[config.mk]
export PLATFORM = sky130hd
export DESIGN_NAME = inst_fetch_unit_flat
export DESIGN_NICKNAME = d
export VERILOG_FILES = /design/src/rtl/inst_fetch_unit_if.sv /design/src/rtl/inst_fetch_unit.sv /design/src/flat_wrapper.sv
export SDC_FILE = /design/constraint.sdc
export NUM_CORES = 1
export LEC_CHECK = 0
export ABC_AREA = 1
export CAP_MARGIN = 20
export CORE_UTILIZATION = 59
export CTS_CLUSTER_SIZE = 14
export DETAILED_ROUTE_END_ITERATION = 8
export PLACE_DENSITY = 0.94
export SYNTH_ARGS = -nofsm -noshare
export SYNTH_HDL_FRONTEND = slang
export SYNTH_SLANG_ARGS = --single-unit
export TNS_END_PERCENT = 20
[constraint.sdc]
create_clock -name clk_in -period 8.2 [get_ports clk_in]
set_input_delay 0.82 -clock clk_in [delete_from_list [all_inputs] [get_ports clk_in]]
set_output_delay 0.82 -clock clk_in [all_outputs]
set_load 0.1 [all_outputs]
[src/rtl/inst_fetch_unit_if.sv]
// Fetch-unit bus bundle: InstMemory address/data, redirect request and the
// decode-side valid/ready queue head, plus queue occupancy and fault status.
interface inst_fetch_unit_if #(
   parameter int unsigned ADDR_WIDTH      = 64,
   parameter int unsigned DATA_WIDTH      = 32,
   parameter int unsigned QUEUE_DEPTH_POW = 2
);
   logic [ADDR_WIDTH-1:0]    imem_address_out;
   logic [DATA_WIDTH-1:0]    imem_data_in;
   logic                     redirect_valid_in;
   logic [ADDR_WIDTH-1:0]    redirect_pc_in;
   logic                     inst_valid_out;
   logic                     inst_ready_in;
   logic [DATA_WIDTH-1:0]    inst_out;
   logic [ADDR_WIDTH-1:0]    inst_pc_out;
   logic [QUEUE_DEPTH_POW:0] queue_count_out;
   logic                     fault_out;

   modport master (
      output imem_address_out,
      input  imem_data_in,
      input  redirect_valid_in,
      input  redirect_pc_in,
      output inst_valid_out,
      input  inst_ready_in,
      output inst_out,
      output inst_pc_out,
      output queue_count_out,
      output fault_out
   );

   modport slave (
      input  imem_address_out,
      output imem_data_in,
      output redirect_valid_in,
      output redirect_pc_in,
      input  inst_valid_out,
      output inst_ready_in,
      input  inst_out,
      input  inst_pc_out,
      input  queue_count_out,
      input  fault_out
   );
endinterface

[src/rtl/inst_fetch_unit.sv]
// Fetch stage: owns the PC, captures InstMemory data into a small {pc, inst}
// queue for decode, flushes on redirect and halts on illegal PCs.
module inst_fetch_unit #(
   parameter int unsigned           ADDR_WIDTH      = 64,
   parameter int unsigned           DATA_WIDTH      = 32,
   parameter int unsigned           MEM_DEPTH_POW   = 10,
   parameter int unsigned           QUEUE_DEPTH_POW = 2,
   parameter logic [ADDR_WIDTH-1:0] RESET_PC        = '0
) (
   input  logic                 clk_in,
   input  logic                 rst_n_in,
   inst_fetch_unit_if.master    fetch_if
);

   localparam int unsigned           DEPTH     = 1 << QUEUE_DEPTH_POW;
   localparam logic [ADDR_WIDTH-1:0] MEM_BYTES = ADDR_WIDTH'(4) << MEM_DEPTH_POW;

   typedef logic [QUEUE_DEPTH_POW:0]   count_t;
   typedef logic [QUEUE_DEPTH_POW-1:0] ptr_t;
   typedef enum logic {ST_RUN, ST_FAULT} state_t;

   state_t                 state_q, state_d;
   logic [ADDR_WIDTH-1:0]  pc_q, pc_d;
   count_t                 count_q, count_d;
   ptr_t                   wr_ptr_q, wr_ptr_d;
   ptr_t                   rd_ptr_q, rd_ptr_d;
   logic [ADDR_WIDTH-1:0]  q_pc_q   [DEPTH];
   logic [DATA_WIDTH-1:0]  q_inst_q [DEPTH];

   logic                   pc_legal;
   logic                   head_valid;
   logic                   pop;
   logic                   space;
   logic                   push;
   logic                   flush;

   always_comb begin
      pc_legal   = (pc_q[1:0] == 2'b00) && (pc_q < MEM_BYTES);
      head_valid = (count_q != '0);
      pop        = head_valid & fetch_if.inst_ready_in;
      space      = (count_q < count_t'(DEPTH)) | pop;
   end

   // State register
   always_ff @(posedge clk_in or negedge rst_n_in) begin
      if (!rst_n_in) begin
         state_q <= ST_RUN;
      end else begin
         state_q <= state_d;
      end
   end

   // Next-state logic
   always_comb begin
      state_d = state_q;
      unique case (state_q)
         ST_RUN: begin
            if (!fetch_if.redirect_valid_in && !pc_legal) begin
               state_d = ST_FAULT;
            end
         end
         ST_FAULT: begin
            if (fetch_if.redirect_valid_in) begin
               state_d = ST_RUN;
            end
         end
         default: state_d = ST_RUN;
      endcase
   end

   // Per-state actions: redirect wins over fault check, which wins over fetch
   always_comb begin
      flush = 1'b0;
      push  = 1'b0;
      pc_d  = pc_q;
      if (fetch_if.redirect_valid_in) begin
         flush = 1'b1;
         pc_d  = fetch_if.redirect_pc_in;
      end else if ((state_q == ST_RUN) && pc_legal && space) begin
         push = 1'b1;
         pc_d = pc_q + ADDR_WIDTH'(4);
      end
   end

   // A pop accepted during a flush is still a valid handshake; the flush just
   // discards whatever it would have left behind.
   always_comb begin
      count_d  = count_q;
      wr_ptr_d = wr_ptr_q;
      rd_ptr_d = rd_ptr_q;
      if (flush) begin
         count_d  = '0;
         wr_ptr_d = '0;
         rd_ptr_d = '0;
      end else begin
         if (push) begin
            wr_ptr_d = wr_ptr_q + ptr_t'(1);
         end
         if (pop) begin
            rd_ptr_d = rd_ptr_q + ptr_t'(1);
         end
         unique case ({push, pop})
            2'b10:   count_d = count_q + count_t'(1);
            2'b01:   count_d = count_q - count_t'(1);
            default: count_d = count_q;
         endcase
      end
   end

   always_ff @(posedge clk_in or negedge rst_n_in) begin
      if (!rst_n_in) begin
         pc_q     <= RESET_PC;
         count_q  <= '0;
         wr_ptr_q <= '0;
         rd_ptr_q <= '0;
      end else begin
         pc_q     <= pc_d;
         count_q  <= count_d;
         wr_ptr_q <= wr_ptr_d;
         rd_ptr_q <= rd_ptr_d;
      end
   end

   // Storage carries no reset; the head is masked to zero whenever empty
   always_ff @(posedge clk_in) begin
      if (push) begin
         q_pc_q[wr_ptr_q]   <= pc_q;
         q_inst_q[wr_ptr_q] <= fetch_if.imem_data_in;
      end
   end

   always_comb begin
      fetch_if.imem_address_out = pc_q;
      fetch_if.inst_valid_out   = head_valid;
      fetch_if.inst_out         = head_valid ? q_inst_q[rd_ptr_q] : '0;
      fetch_if.inst_pc_out      = head_valid ? q_pc_q[rd_ptr_q]   : '0;
      fetch_if.queue_count_out  = count_q;
      fetch_if.fault_out        = (state_q == ST_FAULT);
   end

endmodule

[src/flat_wrapper.sv]
// flat-port wrapper written by rule: the top's interface ports become plain ports
module inst_fetch_unit_flat 
#(
   parameter int unsigned           ADDR_WIDTH      = 64,
   parameter int unsigned           DATA_WIDTH      = 32,
   parameter int unsigned           MEM_DEPTH_POW   = 10,
   parameter int unsigned           QUEUE_DEPTH_POW = 2,
   parameter logic [ADDR_WIDTH-1:0] RESET_PC        = '0
)
  (clk_in, rst_n_in, fetch_if_imem_address_out, fetch_if_imem_data_in, fetch_if_redirect_valid_in, fetch_if_redirect_pc_in, fetch_if_inst_valid_out, fetch_if_inst_ready_in, fetch_if_inst_out, fetch_if_inst_pc_out, fetch_if_queue_count_out, fetch_if_fault_out);
  inst_fetch_unit_if #(.ADDR_WIDTH(ADDR_WIDTH), .DATA_WIDTH(DATA_WIDTH), .QUEUE_DEPTH_POW(QUEUE_DEPTH_POW)) fetch_if_i ();
  input  logic clk_in;
  input  logic rst_n_in;
  output wire logic [$bits(fetch_if_i.imem_address_out)-1:0] fetch_if_imem_address_out;
  input wire logic [$bits(fetch_if_i.imem_data_in)-1:0] fetch_if_imem_data_in;
  input wire logic [$bits(fetch_if_i.redirect_valid_in)-1:0] fetch_if_redirect_valid_in;
  input wire logic [$bits(fetch_if_i.redirect_pc_in)-1:0] fetch_if_redirect_pc_in;
  output wire logic [$bits(fetch_if_i.inst_valid_out)-1:0] fetch_if_inst_valid_out;
  input wire logic [$bits(fetch_if_i.inst_ready_in)-1:0] fetch_if_inst_ready_in;
  output wire logic [$bits(fetch_if_i.inst_out)-1:0] fetch_if_inst_out;
  output wire logic [$bits(fetch_if_i.inst_pc_out)-1:0] fetch_if_inst_pc_out;
  output wire logic [$bits(fetch_if_i.queue_count_out)-1:0] fetch_if_queue_count_out;
  output wire logic [$bits(fetch_if_i.fault_out)-1:0] fetch_if_fault_out;
  assign fetch_if_imem_address_out = fetch_if_i.imem_address_out;
  assign fetch_if_i.imem_data_in = fetch_if_imem_data_in;
  assign fetch_if_i.redirect_valid_in = fetch_if_redirect_valid_in;
  assign fetch_if_i.redirect_pc_in = fetch_if_redirect_pc_in;
  assign fetch_if_inst_valid_out = fetch_if_i.inst_valid_out;
  assign fetch_if_i.inst_ready_in = fetch_if_inst_ready_in;
  assign fetch_if_inst_out = fetch_if_i.inst_out;
  assign fetch_if_inst_pc_out = fetch_if_i.inst_pc_out;
  assign fetch_if_queue_count_out = fetch_if_i.queue_count_out;
  assign fetch_if_fault_out = fetch_if_i.fault_out;
  inst_fetch_unit #(.ADDR_WIDTH(ADDR_WIDTH), .DATA_WIDTH(DATA_WIDTH), .MEM_DEPTH_POW(MEM_DEPTH_POW), .QUEUE_DEPTH_POW(QUEUE_DEPTH_POW), .RESET_PC(RESET_PC)) u_core (.clk_in(clk_in), .rst_n_in(rst_n_in), .fetch_if(fetch_if_i));
endmodule
==> flow_metrics.tcl, run 1 <==
set metrics [dict create \
    grt_pass1_vias 12760 \
    ctsLongestPathBuffers 3 \
    synth-seq-area-share_pct 73.14 \
    antenna_found_initial 4 \
    fin_util_pct 75.38 \
    cts_made_buffers 44 \
    syn-cell-area_um2 18230 \
    synthFlopType "edfxtp_1" \
    cp.required_ns 7.38 \
    finalPower_uw 8318 \
    core_um2 30030 \
    postCtsSetupRepairBufs 0 \
    fp.dieArea_um2 31600 \
    start_kind "register" \
    clk_pin_slew_ns 0.06 \
    gp_congestion 0.7942 \
    worst_path_largest_cell_delay_ns 1.18 \
    post-route-min-period_ns 5.382 \
    initial_core_util_pct 60.70 \
    skew_ns 0.02282 \
    clkPwrFrac_pct 23.8 \
    syn_avg_cell_area_um2 11.52 \
    cpMaxStageDelayCell "clkdlybuf4s50_1" \
    synthTopCellsByCount "nor2_1 (491), edfxtp_1 (384), o21ai_0 (199)" \
    cts_resized 0 \
    finalSetupTns_ns 0 \
    h-tree-depth 2 \
    yosys_warnings 0 \
    gr-total-overflow 0 \
    dr.pass1.iters 7 \
    final_area_um2 22640 \
    r2r-start "u_core.fetch_if.imem_address_out[14]" \
    synth_top_area_cell "edfxtp_1" \
    drc 0 \
    critical_path_peak_fanout 101 \
    syn2layout_area_growth_pct 24.20 \
    crit_top_cell "nor2_1" \
    grt_max_degree 122 \
    seqPwrFrac_pct 32.5 \
    worstSetupEndpointType "primary output" \
    synth-edff-count 384 \
    finalHoldViolCount 0 \
    wl_per_cell_um 20.42 \
    synthCells 1583 \
    path_class "reg -> out" \
    die_y_um 177.8 \
    placed_area_um2 21080 \
    fmax_ghz 0.1858 \
    drive_gt1_share_pct 5.511 \
    row_count 63 \
    clock_sinks 456 \
    status "finished clean" \
    root_buffer "clkbuf_16" \
    cts_tree "done" \
    clock_latency_ns 0.54 \
    rsz0062_at_grt "false" \
    io_pins 265 \
    hold_ws_ns 0.4472 \
    synth-seq-cells 456 \
    crit_family "buffers and inverters" \
    share_comb_of_total_power_pct 43.7 \
    die_x_um 177.8 \
    yosys.cell_types.count 25 \
    ant_nets 0 \
    synth_fp_nets 1690 \
    p_sw_share_pct 46.20 \
    finalSetupViolCount 0 \
    timing.rr.end "u_core.q_pc_q[3][63]" \
    p_leak_uw 0.008146 \
    ys_async_sr_fraction_pct 15.79 \
    synth_area_leaders "edfxtp_1 (63%), nor2_1 (10%), dfrtp_1 (9.9%), o21ai_0 (5.5%), nand2_1 (3.0%)" \
    power.switching_uw 3843 \
    p_int_uw 4476 \
    ir_worst_vdd_mv 0.3139 \
    port_buffers 264 \
    hold_class "in -> async" \
    layout.nets 1923 \
    rr_worst_depth 9 \
    drv_slew 0 \
    worstPathArrival_ns 4.56 \
    grt_usage_pct 28.78 \
    synth_top_area_share_pct 63.26 \
    drv_cap 0 \
    drt_wl_total_mm 45.85 \
    cp_cell_sequence "buf_4, nor2_1, nor2_1, o21ai_0, a21oi_1, clkdlybuf4s50_1" \
    yosysMostFrequentCell "nor2_1" \
    cts_hold_buf 0 \
    detailed_place_hpwl_mm 25.95 \
    cellPowerDensity_nw_per_um2 367.4 \
    post-route-period-util_pct 65.63 \
    worst_pin_slew_ns 1.071 \
    dr_total_vias 13280 \
    critPathBufInv 2 \
    drt_iter0_markers 1503 \
    viasPerCell 5.917 \
    grt_pass1_wl_mm 68.51 \
    max_slew_margin_pct 28.35 \
    r2r_setup_slack_ns 4.12 \
]
==> worst max-delay path by stage <==
stage                                     endpoint  slack [ns]  depth (start not counted)                            startpoint
final                        fetch_if_inst_out[20]        2.82                          6                    u_core.rd_ptr_q[0]
after global routing         fetch_if_inst_out[20]        2.66                          6                    u_core.rd_ptr_q[0]
after CTS                 fetch_if_inst_pc_out[55]        2.68                          5                    u_core.rd_ptr_q[0]
after detailed placement     fetch_if_inst_out[20]        3.27                          5                    u_core.rd_ptr_q[0]
after global placement       fetch_if_inst_out[10]        3.46                          5                    u_core.rd_ptr_q[0]
after floorplan              u_core.q_inst_q[0][0]        2.09                          7  u_core.fetch_if.imem_address_out[59]
==> per-stage QoR <==
step           setup WS (ns)  std cells
2_1_floorplan          2.089       1583
3_3_place_gp           3.461       2155
3_5_place_dp           3.271       2155
4_1_cts                2.677       2236
5_1_grt                2.658       2242
6_report               2.818       2245
==> state kept, by name (all words and copies together) (netlist names) <==
| register | count |
|---|---|
| u_core.fetch_if.fault_out | 1 |
| u_core.fetch_if.imem_address_out | 64 |
| u_core.fetch_if.queue_count_out | 3 |
| u_core.q_inst_q | 128 |
| u_core.q_pc_q | 256 |
| u_core.rd_ptr_q | 2 |
| u_core.wr_ptr_q | 2 |
==> cells by family after synthesis <==
logic type	synth area share [%]
and+or+nand+nor	15.07
AOI/OAI and AO/OA	8.250
buffers and inverters	2.684
adders and majority gates	0.5216
xor gates and xnor gates	0.3363
DFF	73.14
==> power by group through the flow <==
stage | clock [µW] | sequential (µW) | combinational (µW)
final | 1980 | 2700 | 3630
after detailed placement | 0 | 2750 | 3600
after global routing | 2100 | 2710 | 3750
after CTS | 2000 | 2700 | 3620
after floorplan | 0 | 2930 | 2550
after global placement | 0 | 2740 | 3550
==> final cells by class <==
class                      count  area (µm²)
inverter                      20       78.83
sequential                   456       13340
fill                        1700        7393
timing repair buffer         282        2863
clock buffer                  65        1231
antenna                        4       10.01
tap                          390       488.0
clock inverter                16       185.2
multi-input combinational   1012        4443
==> metal layers <==
layer / part of all wire, % / vias up / global-route usage [%]
met2: 51 / 817 / 49.50
li1: - / 5920 / -
met4: 3.2 / 2 / 11.72
met1: 37 / 6438 / 36.20
met5: 0.028 / - / 0
met3: 8.9 / 107 / 5.077
==> layout by cell type (no fill, tap or decap), drive strengths merged <==
master / n
bufinv: 4
nand4: 2
clkbuf: 65
nand3: 53
edfxtp: 384
clkdlybuf4s50: 262
xor2: 4
a21oi: 100
clkinv: 11
inv: 21
diode: 4
a21o: 1
fa: 1
buf: 20
ha: 6
dfrtp: 72
nor2: 493
nor3: 4
nand2: 146
xnor2: 3
o21ai: 199
No activity file was read; power rests on OpenSTA's default activity.
==> run 2: changes to the inputs <==
- CORE_UTILIZATION: 59 -> 49
- PLACE_DENSITY: 0.94 -> 0.84
- clock period: 8.2 -> 4.6 ns (I/O delays scaled with it)
==> flow_metrics.tcl, run 2 (synthesis gave the netlist of run 1 again) <==
set metrics [dict create \
    status "finished clean" \
    io_pins 265 \
    skew_ns 0.01489 \
    core_um2 36610 \
    row_count 70 \
    layout_common_cells "nor2_1 (487), edfxtp_1 (384), o21ai_0 (199), clkdlybuf4s50_1 (166), nand2_1 (146)" \
    regMostFlops "u_core.q_pc_q" \
    cp_cell_sequence "inv_4, buf_4, nor2_1, o21ai_0, a21oi_1, buf_4" \
    r2r_setup_slack_ns 1.34 \
    post-route-period-util_pct 82.05 \
    critPathBufInv 3 \
    h-tree-depth 2 \
    grt_usage_pct 24.71 \
    cts_made_buffers 46 \
    die_y_um 194.9 \
    rr_worst_depth 8 \
    largest_reg_flops 256 \
    p_leak_uw 0.008318 \
    cts_tree "done" \
    cpMaxStageDelayCell "dfrtp_4" \
    drt-met1-wl_mm 18.39 \
    fmax_ghz 0.2650 \
    cellPowerDensity_nw_per_um2 655.8 \
    port_buffers 264 \
    clock_sinks 456 \
    gr-total-overflow 0 \
    grt_max_degree 90 \
    die_x_um 194.9 \
    clock_latency_ns 0.57 \
    drt_iter0_markers 970 \
    drv_cap 0 \
    syn2layout_area_growth_pct 23.69 \
    route.top_layer_used "met5" \
    wl_met3_mm 4.010 \
    wl_per_cell_um 20.15 \
    fp.dieArea_um2 37980 \
    drive_gt1_share_pct 10.82 \
    worstSetupEndpointType "primary output" \
    cp.required_ns 4.14 \
    grt_pass1_vias 12810 \
    finalSetupViolCount 0 \
    clk_pin_slew_ns 0.06 \
    viasPerCell 5.549 \
    cts_resized 0 \
    post-route-min-period_ns 3.774 \
    worst_pin_slew_ns 1.086 \
    ant_nets 0 \
    ctsLongestPathBuffers 3 \
    met2_length_mm 23.02 \
    hold_ws_ns 0.3901 \
    antenna_found_initial 4 \
    dr_total_vias 12920 \
    critical_path_peak_fanout 77 \
    gp_congestion 0.7875 \
    finalHoldViolCount 0 \
    r2r-start "u_core.fetch_if.imem_address_out[60]" \
    layout.nets 1929 \
    max_slew_margin_pct 27.34 \
    drc 0 \
    drt_wl_total_mm 46.91 \
    detailed_place_hpwl_mm 26.95 \
    timing.rr.end "u_core.q_inst_q[0][20]" \
    rsz0062_at_grt "false" \
    crit_top_cell "buf_4" \
    root_buffer "clkbuf_16" \
    grt_pass1_wl_mm 72.03 \
    worstPathArrival_ns 3.31 \
    path_class "reg -> out" \
    crit_family "buffers and inverters" \
    dr.pass1.iters 5 \
    finalSetupTns_ns 0 \
    ir_worst_vdd_mv 0.7380 \
    worst_path_largest_cell_delay_ns 0.88 \
    start_kind "register" \
    initial_core_util_pct 49.79 \
    layout_commonest_cell "nor2_1" \
    hold_class "in -> async" \
    drv_slew 0 \
]
[run 2: where the power goes]
part	switching, µW	internal, µW
combinational	5250	1150
sequential	204	4590
clock	1500	2100
[run 2: area by class of cell]
cell class	count	area [µm²]
flip-flops and latches	456	13340
well taps	468	585.6
multi-input cells	1012	4443
inverters	20	81.33
fillers	2742	14060
diodes	3	7.507
repair buffers	286	2633
clock inverters	18	143.9
clock buffers	65	1314
[run 2: worst max path at each step]
stage	startpoint	to	cells past startpoint
2_1_floorplan	u_core.fetch_if.imem_address_out[59]	u_core.q_inst_q[0][0]	7
6_report	u_core.rd_ptr_q[1]	fetch_if_inst_pc_out[31]	6
3_3_place_gp	u_core.fetch_if.imem_address_out[61]	u_core.q_inst_q[0][17]	8
3_5_place_dp	u_core.fetch_if.imem_address_out[61]	u_core.q_inst_q[0][17]	8
4_1_cts	u_core.rd_ptr_q[1]	fetch_if_inst_pc_out[31]	6
5_1_grt	u_core.rd_ptr_q[1]	fetch_if_inst_pc_out[31]	6
[run 2: metal layers]
| layer | vias up | GRT usage (%) |
|---|---|---|
| met5 | - | 0 |
| met4 | 2 | 8.953 |
| met3 | 91 | 5.535 |
| met2 | 601 | 41.01 |
| met1 | 6285 | 32.02 |
| li1 | 5938 | - |
[run 2: metrics by stage]
| step | utilization, % | instances | power [µW] | area, µm² | setup WS [ns] |
|---|---|---|---|---|---|
| global placement | 57.48 | 2240 | 11210 | 21050 | 1.389 |
| CTS | 61.47 | 2323 | 14870 | 22500 | 0.7845 |
| global route | 61.59 | 2328 | 15250 | 22550 | 0.6829 |
| finish | 61.59 | 2328 | 14790 | 22550 | 0.8258 |
| floorplan | - | 1583 | 9772 | 18230 | -1.511 |
| detailed placement | 57.48 | 2240 | 11270 | 21050 | 1.280 |
[run 2: what timing repair did]
action	4_1_cts	5_1_grt
buffers inserted	0	0
hold buffers	0	1
endpoints found under the hold margin	0	30
==> run 3: changes to the inputs <==
- CORE_UTILIZATION: 49 -> 54
- PLACE_DENSITY: 0.84 -> 0.87
- clock period: 4.6 -> 3.7 ns (I/O delays scaled with it)
==> flow_metrics.tcl, run 3 (synthesis gave the netlist of run 1 again) <==
set metrics [dict create \
    post-route-min-period_ns 3.175 \
    clk_pin_slew_ns 0.06 \
    initial_core_util_pct 55.46 \
    layout.nets 1928 \
    gr-total-overflow 0 \
    grt_pass1_vias 12960 \
    io_pins 265 \
    drt_iter0_markers 1287 \
    final_area_um2 23630 \
    die_y_um 185.7 \
    fmax_ghz 0.3149 \
    cp.required_ns 3.33 \
    p_leak_uw 0.008621 \
    cellPowerDensity_nw_per_um2 837.7 \
    ir_worst_vdd_mv 0.7850 \
    postCtsSetupRepairBufs 0 \
    fp.dieArea_um2 34500 \
    finalPower_uw 19800 \
    cts_resized 0 \
    viasPerCell 5.656 \
    detailed_place_hpwl_mm 26.83 \
    fin_util_pct 71.91 \
    post-route-period-util_pct 85.82 \
    grt_pass1_wl_mm 70.52 \
    grt_max_degree 104 \
    port_buffers 264 \
    clock_latency_ns 0.53 \
    path_class "reg -> out" \
    layout_common_cells "nor2_1 (487), edfxtp_1 (384), o21ai_0 (199), clkdlybuf4s50_1 (166), nand2_1 (146)" \
    skew_ns 0.01687 \
    status "finished clean" \
    finalSetupTns_ns 0 \
    largest_reg_flops 256 \
    die_x_um 185.7 \
    regMostFlops "u_core.q_pc_q" \
    worstSetupEndpointType "primary output" \
    n_fill_cell 2092 \
    max_slew_margin_pct 26.03 \
    row_count 66 \
    register_area_um2 13340 \
    placed_area_um2 22260 \
    clock_sinks 456 \
    finalHoldViolCount 0 \
    hold_class "in -> async" \
    gp_congestion 0.7950 \
    drc 0 \
    cts_made_buffers 44 \
    root_buffer "clkbuf_16" \
    dr.pass1.iters 5 \
    h-tree-depth 2 \
    worst_pin_slew_ns 1.106 \
    critical_path_peak_fanout 63 \
    ctsLongestPathBuffers 3 \
    syn2layout_area_growth_pct 29.65 \
    dr_total_vias 12990 \
    drive_gt1_share_pct 10.74 \
    grt_usage_pct 27.14 \
    drt_wl_total_mm 46.44 \
    finalSetupViolCount 0 \
    rsz0062_at_grt "false" \
    core_um2 32870 \
    multi_input_area_um2 4443 \
    start_kind "register" \
    wl_per_cell_um 20.23 \
    worstPathArrival_ns 2.81 \
    cts_tree "done" \
    fin_ws_ns 0.5248 \
    antenna_found_initial 2 \
    place_ws_ns 0.6948 \
    drv_slew 0 \
    layout_commonest_cell "nor2_1" \
    drv_cap 0 \
    ant_nets 0 \
]
==> run 3: report_power, final <==
group | internal (µW) | switching (µW) | leakage (µW)
Combinational | 2810 | 6890 | 0.00364
Sequential | 5700 | 202 | 0.00432
Clock | 2410 | 1780 | 0.000666
Total | 10900 | 8870 | 0.00862
==> run 3: timing repair <==
item                                   in CTS  in global routing
endpoints found under the hold margin       0                 32
setup endpoints to repair                   0                  0
hold buffers                                0                  1
==> run 3: worst max-delay path: stages (launching register included) <==
cell and delay, ns:
dfrtp_4 0.69, buf_4 0.65, nor2_1 0.12, nor2_1 0.11, o21ai_0 0.10, a21oi_1 0.36, buf_12 0.23
==> run 3: path summary, 6_finish.rpt <==
| path | slack (ns) | from | end | cells past startpoint |
|---|---|---|---|---|
| worst max-delay path | 0.52 | u_core.rd_ptr_q[0] | fetch_if_inst_pc_out[57] | 6 |
| worst min register to register | 0.57 | u_core.fetch_if.imem_address_out[56] | u_core.q_pc_q[0][56] | 0 |
| worst min-delay path | 0.36 | rst_n_in | u_core.fetch_if.imem_address_out[32] | 2 |
| min in group clk_in | 0.38 | fetch_if_redirect_pc_in[42] | u_core.fetch_if.imem_address_out[42] | 3 |
| worst max register to register | 0.71 | u_core.fetch_if.imem_address_out[60] | u_core.q_inst_q[1][19] | 8 |
| max in group asynchronous | 2.67 | rst_n_in | u_core.rd_ptr_q[1] | 3 |
==> run 3: metal layers <==
layer	part of all wire [%]	up-vias	track usage (%)
li1	-	5920	-
met1	36	6234	33.76
met2	50	712	45.01
met3	10	116	6.633
met4	3.7	4	12.30
met5	0.050	-	0
==> run 3: through the flow <==
step                instances  hold slack [ns]
finish                   2296           0.3593
floorplan                1583          0.07441
detailed placement       2215           0.5460
global placement         2215           0.5163
CTS                      2293          0.06224
global route             2295           0.3855
==> run 3: layout make-up <==
cell class	instances	share of cell area, %
well taps	442	2.340
clock buffers	56	5.066
multi-input cells	1012	18.80
diodes	1	0.01059
inverters	20	0.3388
clock inverters	22	0.6194
repair buffers	287	16.38
flip-flops and latches	456	56.45
